`config.mk`:
```
export PLATFORM = sky130hd
export DESIGN_NAME = jk_ff_bank
export DESIGN_NICKNAME = d
export VERILOG_FILES = /design/src/rtl/jk_ff_bank.sv
export SDC_FILE = /design/constraint.sdc
export NUM_CORES = 1
export LEC_CHECK = 0
export CAP_MARGIN = 15
export CORE_ASPECT_RATIO = 0.8
export CORE_UTILIZATION = 30
export DETAILED_ROUTE_END_ITERATION = 8
export DONT_BUFFER_PORTS = 1
export PLACE_DENSITY_LB_ADDON = 0.1
export SLEW_MARGIN = 25
export SYNTH_ARGS = -nofsm -noshare
export SYNTH_HDL_FRONTEND = slang
export SYNTH_SLANG_ARGS = --single-unit
```
`constraint.sdc`:
```
create_clock -name clk -period 2.45 [get_ports clk]
set_input_delay 0 -clock clk [delete_from_list [all_inputs] [get_ports clk]]
set_output_delay 0 -clock clk [all_outputs]
set_load 0.05 [all_outputs]
```
`src/rtl/jk_ff_bank.sv`:
```
// rtl/jk_ff_bank.sv - multi-mode (JK/D/T/SR) flip-flop bank with change tracking
//
// Purpose:
//   WIDTH independent flops sharing one clock and one run-time mode.
//   Adds a clock enable, a synchronous set-all, a per-bit change pulse,
//   a saturating count of edges with any change, and a sticky flag for
//   illegal SR pairs.
//
// Ports:
//   clk      in   1      rising-edge clock
//   reset_n  in   1      synchronous active-low reset
//   en       in   1      update enable (0 = hold all channels)
//   set      in   1      force all q bits to 1 (overrides en and mode)
//   mode     in   2      00 JK, 01 D, 10 T, 11 SR
//   j        in   WIDTH  J / D / T / S per channel
//   k        in   WIDTH  K / R per channel (unused in D and T)
//   clr_err  in   1      clears sr_err
//   q        out  WIDTH  registered state
//   qb       out  WIDTH  registered complement of q
//   changed  out  WIDTH  one-cycle pulse per bit that changed on last edge
//   chg_cnt  out  CNT_W  saturating count of edges where q changed
//   sr_err   out  1      sticky illegal-SR flag

module jk_ff_bank #(
    parameter int                 WIDTH = 8,
    parameter int                 CNT_W = 16,
    parameter logic [WIDTH-1:0]   RST_Q = '0
) (
    input  logic             clk,
    input  logic             reset_n,
    input  logic             en,
    input  logic             set,
    input  logic [1:0]       mode,
    input  logic [WIDTH-1:0] j,
    input  logic [WIDTH-1:0] k,
    input  logic             clr_err,
    output logic [WIDTH-1:0] q,
    output logic [WIDTH-1:0] qb,
    output logic [WIDTH-1:0] changed,
    output logic [CNT_W-1:0] chg_cnt,
    output logic             sr_err
);

    typedef enum logic [1:0] {
        MODE_JK = 2'b00,
        MODE_D  = 2'b01,
        MODE_T  = 2'b10,
        MODE_SR = 2'b11
    } mode_e;

    localparam logic [CNT_W-1:0] CNT_MAX = {CNT_W{1'b1}};

    mode_e            mode_sel;
    logic [WIDTH-1:0] mode_q;
    logic [WIDTH-1:0] next_q;
    logic             any_change;
    logic             sr_illegal;
    logic             next_err;

    assign mode_sel = mode_e'(mode);

    // Per-channel next state for the selected mode, evaluated as if en=1.
    always_comb begin
        mode_q = q;
        for (int i = 0; i < WIDTH; i++) begin
            unique case (mode_sel)
                MODE_JK: begin
                    unique case ({j[i], k[i]})
                        2'b00:   mode_q[i] = q[i];
                        2'b01:   mode_q[i] = 1'b0;
                        2'b10:   mode_q[i] = 1'b1;
                        default: mode_q[i] = ~q[i];
                    endcase
                end
                MODE_D: mode_q[i] = j[i];
                MODE_T: mode_q[i] = q[i] ^ j[i];
                default: begin
                    // S=R=1 holds the bit; the error is reported separately.
                    unique case ({j[i], k[i]})
                        2'b10:   mode_q[i] = 1'b1;
                        2'b01:   mode_q[i] = 1'b0;
                        default: mode_q[i] = q[i];
                    endcase
                end
            endcase
        end
    end

    // Priority below reset: set > hold (en=0) > mode logic.
    always_comb begin
        next_q = q;
        if (set) begin
            next_q = {WIDTH{1'b1}};
        end else if (en) begin
            next_q = mode_q;
        end
    end

    assign any_change = (next_q != q);

    // A fresh illegal pair beats a coincident clear so it is never lost.
    assign sr_illegal = en && !set && (mode_sel == MODE_SR) && (|(j & k));

    always_comb begin
        next_err = sr_err;
        if (sr_illegal) begin
            next_err = 1'b1;
        end else if (clr_err) begin
            next_err = 1'b0;
        end
    end

    // qb is its own register so it carries no inverter delay after q.
    always_ff @(posedge clk) begin
        if (!reset_n) begin
            q       <= RST_Q;
            qb      <= ~RST_Q;
            changed <= '0;
            chg_cnt <= '0;
            sr_err  <= 1'b0;
        end else begin
            q       <= next_q;
            qb      <= ~next_q;
            changed <= next_q ^ q;
            if (any_change && (chg_cnt != CNT_MAX)) begin
                chg_cnt <= chg_cnt + CNT_W'(1);
            end
            sr_err  <= next_err;
        end
    end

endmodule

```
==> flow_metrics.py, run 1 <==
metrics = {
    "finish": {
        "areaGrowthSynthToFinish_pct": 22.6,
        "diodes": 0,
        "drive_above_1_share_pct": 20.0,
        "finalNetCount": 389,
        "fin_area_um2": 3130,
    },
    "placement": {
        "place_area_um2": 2900,
        "gp_congestion": 0.764,
        "portBuffers": 0,
        "dp_hpwl_mm": 5.29,
    },
    "setup_path": {
        "ff2ff_path_depth": 8,
        "critPathKind": "reg2reg",
        "crit_path_cell_trace": "mux2_4, mux2i_1, nor3_1, a311o_1, or4_4, or2_4, and3_4, a311oi_2",
        "max_stage_delay_ns": 0.54,
        "path_max_fanout": 5,
        "slowest_stage": "or4_4",
        "cp-end-kind": "flip-flop",
        "required_ns": 2.66,
        "worst-r2r-setup-slack_ns": 0.06,
        "r2r_end": "chg_cnt[12]$_SDFFE_PN0P_",
        "cp.arrival_ns": 2.60,
        "reg2reg_from": "q[4]$_SDFF_PN0_",
        "cp.buffers_inverters": 0,
        "cp_top_family": "simple AND/OR/NAND/NOR gates",
        "critPathLaunchType": "flip-flop",
    },
    "yosys": {
        "synth_edf_count": 0,
        "yosys-top-cells-count": "dfxtp_1, nor2_1, inv_1",
        "synthTopCellsByArea": "dfxtp_1, ha_1, nor2_1",
        "ys.warnings.count": 0,
        "ys_types": 59,
        "syn_nets": 355,
        "syn_avg_cell_area_um2": 8.12,
        "syn_inst": 315,
        "synth_most_common_cell": "dfxtp_1",
        "yosys.area.top_type": "dfxtp_1",
        "synth-seq-cells": 41,
        "ys.flop_type": "dfxtp_1",
        "ys_seq_area_share_pct": 32.1,
        "synth_area_um2": 2560,
        "ys_async_sr_fraction_pct": 0,
        "synth_top_cell_area_share_pct": 32.1,
    },
    "pwr": {
        "p_sw_share_pct": 32.8,
        "pwr-share-seq_pct": 50.2,
        "p_per_area_nw_per_um2": 515,
        "pwr-share-clk_pct": 28.2,
        "p_int_mw": 1.09,
        "switchingPower_mw": 0.530,
        "combPwrFrac_pct": 21.6,
        "ir_worst_vdd_v": 0.000269,
        "power.leakage_nw": 1.30,
    },
    "drt": {
        "vias_per_cell": 5.07,
        "drtAntennaViolNets": 0,
        "vias": 2320,
        "drt_iter0_drc": 85,
        "wl_mm": 7.24,
        "post-route-drc-count": 0,
        "dr.pass1.iters": 4,
        "wl_per_cell_um": 15.8,
    },
    "sta": {
        "holdWs_ns": 0.00649,
        "rsz0062_at_grt": "true",
        "final.min_clock_period_ns": 2.39,
        "max_freq_ghz": 0.418,
        "drv_slew": 0,
        "hold_viol_final": 0,
        "clock_skew_ns": 0.00469,
        "setup_viol": 0,
        "slew_headroom_pct": 58.0,
        "fin_crit_sh_pct": 97.6,
        "tightest_slew_ns": 0.629,
    },
    "floorplanning": {
        "die_width_um": 105,
        "core_um2": 8090,
        "initial_core_util_pct": 31.6,
        "rows": 29,
        "io-pin-count": 64,
        "die_height_um": 84.6,
        "dieArea_um2": 8900,
    },
    "clock_network": {
        "cts_max_path_buffers": 2,
        "clk_pin_slew_ns": 0.08,
        "cts_tree": "built",
        "htreeDepth": 2,
        "cts-root-buf": "clkbuf_8",
        "cts_buffers": 5,
        "clkLatencyLatePin_ns": 0.29,
        "cts_sinks": 41,
    },
    "min_path": {
        "min_to": "qb[2]$_SDFF_PN1_",
        "min_from": "en",
        "hold_depth": 3,
        "min_path_type": "in2reg",
    },
    "global_route": {
        "antenna_found_initial": 0,
        "grt_start_max_net_pins": 34,
        "grt_pass1_wl_mm": 11.7,
        "overflow": 0,
        "grt_pass1_vias": 2210,
        "grt.total_usage_pct": 16.6,
    },
    "run_status": {
        "run_status": "finished, final reports clean",
    },
    "flow_run": {
        "cap_violations": 0,
    },
}
-- kinds of logic (layout without fill, tap and decap cells) --
group,Yosys count,in the layout,synth area share [%]
fa+ha+maj,17,17,8.32
mux,12,12,5.33
buf+inv,40,75,6.46
xor+xnor,3,3,1.03
simple gates,120,120,25.3
compound gates,82,82,21.4
flops,41,41,32.1
-- placed cells by master, fill, tap and decap left out, types with 3 or more instances in the layout --
master,instances
a31oi_1,5
or3_1,6
a21oi_1,13
ha_1,17
nor3b_1,3
and3_1,3
nor2b_1,10
dfxtp_2,4
dlygate4sd3_1,6
o21ai_0,18
buf_4,35
nor3_1,6
dfxtp_4,3
dfxtp_1,34
mux2i_1,8
inv_1,23
clkbuf_8,6
a21boi_0,4
o211ai_1,5
and2_1,7
nand3_1,8
a21boi_1,3
nor2_1,30
o21a_1,4
nand4_1,3
nand2b_1,7
nand2_1,20
-- worst max path at each step --
stage | cells after the start | endpoint | startpoint
4_1_cts | 8 | chg_cnt[12]$_SDFFE_PN0P_ | q[4]$_SDFF_PN0_
6_report | 8 | chg_cnt[12]$_SDFFE_PN0P_ | q[4]$_SDFF_PN0_
3_3_place_gp | 10 | chg_cnt[5]$_SDFFE_PN0P_ | k[2]
3_5_place_dp | 10 | chg_cnt[9]$_SDFFE_PN0P_ | k[4]
5_1_grt | 12 | chg_cnt[8]$_SDFFE_PN0P_ | q[5]$_SDFF_PN0_
2_1_floorplan | 8 | chg_cnt[12]$_SDFFE_PN0P_ | q[4]$_SDFF_PN0_
-- cell type report --
class	instances	area (um2)
Sequential cell	41	837
Inverter	24	90.1
Fill cell	834	4960
Multi-Input combinational cell	234	1630
Clock buffer	8	90.1
Tap cell	108	135
Timing Repair Buffer	43	348
-- routing by layer --
layer  wire, um  part of all wire (%)  GRT usage, %  vias up
met3        405                   5.6          4.74        6
met4         61                  0.84          4.10        0
li1           -                     -             -     1193
met5          0                     0             0        -
met2       3110                    43          25.0       48
met1       3660                    51          23.3     1073
-- flip-flops by register name, indices dropped and copies added (netlist names) --
register and flops:
q 8, qb 8, changed 8, chg_cnt 16, sr_err 1
-- worst reg2reg max path: cells and delay by family, from the launching register on --
family           cells  cell delay, ns
AO/OA/AOI/OAI        2            0.52
flip-flops           1            0.36
multiplexers         2            0.39
AND/OR/NAND/NOR      4            1.05
-- power groups by stage --
| stage | clock network (mW) | registers, mW | logic (mW) |
|---|---|---|---|
| 4_1_cts | 0.473 | 0.812 | 0.345 |
| 6_report | 0.456 | 0.811 | 0.349 |
| 3_5_place_dp | 0 | 0.827 | 0.318 |
| 3_3_place_gp | 0 | 0.827 | 0.317 |
| 5_1_grt | 0.502 | 0.817 | 0.386 |
| 2_1_floorplan | 0 | 0.880 | 0.196 |
-- per-stage QoR --
stage	total power, mW	setup TNS [ns]	setup WS, ns	util (%)	instances
global placement	1.14	-0.0801	-0.0391	35.8	440
global route	1.70	-0.130	-0.0420	38.7	458
CTS	1.63	0	0.00310	38.2	456
detailed placement	1.14	-0.292	-0.0730	35.8	440
floorplan	1.08	0	0.00869	-	315
finish	1.62	0	0.0587	38.7	458
-- timing repair --
| item | in CTS | in global routing |
|---|---|---|
| endpoints found under the setup margin | 9 | 13 |
| resized for setup | 4 | 11 |
| pin swaps | 2 | 10 |
| gates cloned | 0 | 0 |
| buffers inserted | 1 | 2 |
| endpoints found under the hold margin | 41 | 0 |
| hold buffers | 7 | 0 |
Note: power is estimated with default switching activity, not from simulation.
==> run 2, diff against run 1 <==
- CAP_MARGIN: 15 -> default
- CORE_UTILIZATION: 30 -> 50
==> run 2 against run 1 <==
The flow now finishes with violations (hold timing); non-clock buffer count fell by 5; first-iteration DRC count up 75%; routed wire length fell by 11%; fmax shrank 1.9%; final cell count fell by 11%; sequential share of layout area grew 0.88 points; setup slack got worse by 0.046 ns; die area down 39%; hold slack lost 0.0080 ns; register-to-register slack worse by 0.05 ns; largest power group unchanged; total power rose by 5.5%.
==> flow_metrics.py, run 2 (synthesis results as in run 1) <==
metrics = {
    "drt": {
        "drt_iter0_drc": 149,
        "wl_mm": 6.47,
        "dr.pass1.iters": 4,
        "vias_per_cell": 5.93,
        "wl_per_cell_um": 15.9,
        "vias": 2407,
        "drtAntennaViolNets": 0,
        "post-route-drc-count": 0,
    },
    "floorplanning": {
        "io-pin-count": 64,
        "core_um2": 4760,
        "dieArea_um2": 5410,
        "die_height_um": 66.0,
        "initial_core_util_pct": 53.7,
        "rows": 22,
        "die_width_um": 82.0,
    },
    "pwr": {
        "power.leakage_nw": 1.29,
        "combPwrFrac_pct": 19.8,
        "ir_worst_vdd_v": 0.000484,
        "p_sw_share_pct": 30.9,
        "power.total_mw": 1.70,
        "p_int_mw": 1.18,
        "pwr-share-seq_pct": 47.5,
        "switchingPower_mw": 0.526,
        "pwr-share-clk_pct": 32.7,
        "p_per_area_nw_per_um2": 560,
    },
    "setup_path": {
        "slowest_stage": "or4_4",
        "cp_top_family": "simple AND/OR/NAND/NOR gates",
        "path_max_fanout": 6,
        "max_stage_delay_ns": 0.59,
        "critPathLaunchType": "flip-flop",
        "cp.arrival_ns": 2.64,
        "cp.buffers_inverters": 0,
        "critPathKind": "reg2reg",
        "cp-end-kind": "flip-flop",
        "crit_path_cell_trace": "mux2_4, mux2i_1, nor3_1, a311o_1, or4_4, or2_4, and3_4, a311oi_2",
        "required_ns": 2.65,
    },
    "run_status": {
        "violations": "hold timing",
        "run_status": "complete, but fails checks",
    },
    "sta": {
        "drv_slew": 0,
        "final.min_clock_period_ns": 2.44,
        "fin_crit_sh_pct": 99.5,
        "tns_ns": 0,
        "hold_viol_final": 1,
        "clock_skew_ns": 0.00756,
        "tightest_slew_ns": 0.595,
        "slew_headroom_pct": 60.3,
        "setup_viol": 0,
        "holdWs_ns": -0.00148,
        "max_freq_ghz": 0.410,
        "rsz0062_at_grt": "true",
    },
    "clock_network": {
        "clkLatencyLatePin_ns": 0.29,
        "clk_pin_slew_ns": 0.08,
        "cts_tree": "built",
        "cts-root-buf": "clkbuf_8",
        "cts_max_path_buffers": 2,
        "cts_buffers": 5,
        "cts_sinks": 41,
        "htreeDepth": 2,
    },
    "global_route": {
        "antenna_found_initial": 0,
        "grt.total_usage_pct": 25.3,
        "grt_start_max_net_pins": 34,
        "grt_pass1_vias": 2179,
        "overflow": 0,
        "grt_pass1_wl_mm": 10.2,
    },
    "finish": {
        "final_common_cell": "dfxtp_1",
        "mostFrequentLayoutCells": "dfxtp_1, buf_4, nor2_1",
        "largest_register_ffs": 16,
        "final_cells": 406,
        "postLayoutCoreUtil_pct": 63.9,
        "drive_above_1_share_pct": 18.5,
        "areaGrowthSynthToFinish_pct": 19.0,
        "regMostFlops": "chg_cnt",
        "finalNetCount": 385,
        "num-fill-cells": 445,
        "diodes": 0,
    },
    "min_path": {
        "min_path_type": "in2reg",
    },
    "placement": {
        "portBuffers": 0,
        "dpl.cell_count": 387,
        "gp_congestion": 0.822,
        "dp_hpwl_mm": 4.52,
    },
    "flow_run": {
        "cap_violations": 0,
    },
}
[run 2: cell count changes in the layout (fill, tap and decap cells not counted), sizes merged]
cell,previous run,this run
buf,37,32
bufinv,0,1
clkbuf,8,7
o21ai,19,20
[run 2: metal layers]
layer | vias up | track usage, % | part of all wire [%]
met5 | - | 0 | 0
met4 | 0 | 5.92 | 0.79
met3 | 8 | 8.55 | 9.0
met2 | 91 | 38.8 | 44
met1 | 1125 | 33.9 | 46
li1 | 1183 | - | -
[run 2: final cells by class]
type                       instances  area, um2  share of cell area, %
multi-input combinational        235       1620                   53.4
sequential                        41        840                   27.6
timing repair buffer              38        298                   9.79
clock buffer                       7       86.3                   2.84
tap                               60       75.1                   2.47
clock inverter                     1       30.0                  0.987
inverter                          24       90.1                   2.96
[run 2: final timing paths]
| check | cells past startpoint | to | startpoint | slack (ns) |
|---|---|---|---|---|
| max | 8 | chg_cnt[12]$_SDFFE_PN0P_ | q[4]$_SDFF_PN0_ | 0.01 |
| min | 4 | q[1]$_SDFF_PN0_ | en | -0.001 |
| max reg2reg | 8 | chg_cnt[12]$_SDFFE_PN0P_ | q[4]$_SDFF_PN0_ | 0.01 |
| min reg2reg | 2 | chg_cnt[2]$_SDFFE_PN0P_ | chg_cnt[2]$_SDFFE_PN0P_ | 0.60 |
[run 2: stage by stage]
| stage | area (um2) | hold WS (ns) | worst slack, ns |
|---|---|---|---|
| after global placement | 2800 | 0.0927 | 0.0177 |
| after detailed placement | 2800 | 0.0981 | -0.0424 |
| after floorplan | 2590 | 0.152 | 0.00869 |
| after CTS | 2990 | 0.000605 | 0.00105 |
| final | 3040 | -0.00148 | 0.0126 |
| after global routing | 3040 | 0.0317 | -0.0752 |
[run 2: power groups by stage]
| stage | registers [mW] | clock network [mW] | logic, mW |
|---|---|---|---|
| global placement | 0.826 | 0 | 0.301 |
| global route | 0.815 | 0.600 | 0.371 |
| CTS | 0.810 | 0.571 | 0.327 |
| floorplan | 0.880 | 0 | 0.196 |
| detailed placement | 0.826 | 0 | 0.306 |
| finish | 0.810 | 0.558 | 0.337 |
[run 2: what timing repair did]
item                                    4_1_cts  5_1_grt
endpoints found under the setup margin        6       12
cloned                                        0        1
hold buffers                                  7        0
setup buffers                                 0        3
gates resized for setup                       1       11
pin swaps                                     1        5
hold endpoints to repair                     41        0
[run 2: worst register-to-register path: stages (launching register included)]
cell,delay [ns]
dfxtp_4,0.36
mux2_4,0.26
mux2i_1,0.13
nor3_1,0.06
a311o_1,0.31
or4_4,0.59
or2_4,0.27
and3_4,0.15
a311oi_2,0.22
==> run 3, diff against run 2 <==
- RECOVER_POWER: default -> 100
- SLEW_MARGIN: 25 -> default
==> run 3 against run 2 <==
The flow still finishes with violations (hold timing); first-iteration DRC count down 13%; fmax down 0.23%; critical path depth unchanged; non-clock buffer count unchanged; largest cell class unchanged.
==> flow_metrics.py, run 3 (synthesis results as in run 1) <==
metrics = {
    "run_status": {
        "run_status": "complete, but fails checks",
        "violations": "hold timing",
    },
    "setup_path": {
        "required_ns": 2.65,
        "slowest_stage": "or4_4",
        "critPathLaunchType": "flip-flop",
        "critPathKind": "reg2reg",
        "cp_top_family": "simple AND/OR/NAND/NOR gates",
        "max_stage_delay_ns": 0.59,
        "crit_path_cell_trace": "mux2_4, mux2i_1, nor3_1, a311o_1, or4_4, or2_4, and3_4, a311oi_2",
        "cp.buffers_inverters": 0,
        "worst-r2r-setup-slack_ns": 0.007,
        "cp.arrival_ns": 2.65,
        "path_max_fanout": 6,
        "cp-end-kind": "flip-flop",
    },
    "pwr": {
        "power.leakage_nw": 1.21,
        "switchingPower_mw": 0.529,
        "pwr-share-clk_pct": 33.1,
        "p_sw_share_pct": 31.2,
        "p_int_mw": 1.17,
        "ir_worst_vdd_v": 0.000486,
        "power.total_mw": 1.70,
        "p_per_area_nw_per_um2": 571,
        "combPwrFrac_pct": 19.2,
        "pwr-share-seq_pct": 47.7,
    },
    "placement": {
        "post-place-ws_ns": -0.0424,
        "portBuffers": 0,
        "gp_congestion": 0.822,
        "dp_hpwl_mm": 4.52,
    },
    "sta": {
        "rsz0062_at_grt": "true",
        "fin_crit_sh_pct": 99.7,
        "drv_slew": 0,
        "max_freq_ghz": 0.409,
        "layout_setup_ws_ns": 0.00694,
        "tightest_slew_ns": 1.04,
        "setup_viol": 0,
        "final.min_clock_period_ns": 2.44,
        "slew_headroom_pct": 30.6,
        "holdWs_ns": -0.000980,
        "tns_ns": 0,
        "clock_skew_ns": 0.00646,
        "hold_viol_final": 1,
    },
    "finish": {
        "finalNetCount": 385,
        "final_common_cell": "dfxtp_1",
        "regMostFlops": "chg_cnt",
        "drive_above_1_share_pct": 12.1,
        "multiInputGateArea_um2": 1620,
        "largest_register_ffs": 16,
        "areaGrowthSynthToFinish_pct": 16.2,
        "num-fill-cells": 460,
        "mostFrequentLayoutCells": "dfxtp_1, nor2_1, inv_1",
        "diodes": 0,
        "ff_latch_area_um2": 838,
    },
    "global_route": {
        "grt.total_usage_pct": 25.3,
        "grt.met1_usage_pct": 33.9,
        "overflow": 0,
        "globalRoute.busiestLayer": "met2",
        "antenna_found_initial": 0,
        "grtUsageMet3_pct": 8.55,
        "grt_start_max_net_pins": 34,
        "grt_pass1_wl_mm": 10.2,
        "grtUsageMet2_pct": 38.8,
        "grt_pass1_vias": 2179,
    },
    "drt": {
        "drtAntennaViolNets": 0,
        "post-route-drc-count": 0,
        "dr.pass1.iters": 4,
        "drt_iter0_drc": 130,
        "wl_per_cell_um": 15.9,
        "vias_per_cell": 5.87,
        "wl_mm": 6.45,
        "vias": 2383,
    },
    "clock_network": {
        "cts_sinks": 41,
        "cts_buffers": 5,
        "cts_tree": "built",
        "cts_max_path_buffers": 2,
        "clk_pin_slew_ns": 0.08,
        "clkLatencyLatePin_ns": 0.29,
        "cts-root-buf": "clkbuf_8",
        "htreeDepth": 2,
    },
    "floorplanning": {
        "die_width_um": 82.0,
        "core_um2": 4760,
        "die_height_um": 66.0,
        "dieArea_um2": 5410,
        "initial_core_util_pct": 53.7,
        "rows": 22,
        "io-pin-count": 64,
    },
    "flow_run": {
        "cap_violations": 0,
    },
    "min_path": {
        "min_path_type": "in2reg",
    },
}
[run 3: cell types whose count changed in the layout (fill, tap and decap cells not counted), sizes merged]
cell	previous run	this run
buf	32	11
clkbuf	7	27
dlygate4sd3	6	7
[run 3: path summary, 6_finish.rpt]
check	endpoint	start	depth (start not counted)
setup / recovery	chg_cnt[12]$_SDFFE_PN0P_	q[4]$_SDFF_PN0_	8
hold / removal	q[1]$_SDFF_PN0_	en	4
setup reg to reg	chg_cnt[12]$_SDFFE_PN0P_	q[4]$_SDFF_PN0_	8
hold reg to reg	chg_cnt[2]$_SDFFE_PN0P_	chg_cnt[2]$_SDFFE_PN0P_	2
[run 3: layer usage]
| metal | vias up | wire length (um) |
|---|---|---|
| met2 | 73 | 2810 |
| met1 | 1117 | 3090 |
| li1 | 1189 | - |
| met4 | 0 | 40 |
| met3 | 4 | 516 |
| met5 | - | 0 |
[run 3: power by group through the flow]
stage / clock, mW / sequential (mW) / combinational [mW]
after floorplan: 0 / 0.880 / 0.196
after global placement: 0 / 0.826 / 0.301
after detailed placement: 0 / 0.826 / 0.306
after CTS: 0.571 / 0.810 / 0.327
after global routing: 0.600 / 0.815 / 0.362
final: 0.562 / 0.809 / 0.326
[run 3: repair_timing]
item	4_1_cts	5_1_grt
pin swaps	1	5
hold buffers	7	0
buffers inserted	0	3
hold endpoints to repair	41	0
resized for setup	1	12
cloned	0	1
setup endpoints to repair	6	12
[run 3: through the flow]
stage	util [%]	hold WS [ns]	cell area (um2)	instances
3_5_place_dp	58.8	0.0981	2800	387
3_3_place_gp	58.8	0.0927	2800	387
5_1_grt	62.4	0.0317	2970	406
4_1_cts	62.7	0.000605	2990	402
6_report	62.4	-0.000980	2970	406
2_1_floorplan	-	0.152	2590	315
[run 3: area by class of cell]
cell class | count | area share, %
Tap cell | 60 | 2.53
Clock buffer | 7 | 2.91
Timing Repair Buffer | 38 | 7.66
Inverter | 24 | 3.03
Sequential cell | 41 | 28.2
Multi-Input combinational cell | 235 | 54.7
Clock inverter | 1 | 1.01
[run 3: worst min-delay path: cells and delay by family]
family | cells | cell delay (ns)
AND/OR/NAND/NOR | 4 | 0.23
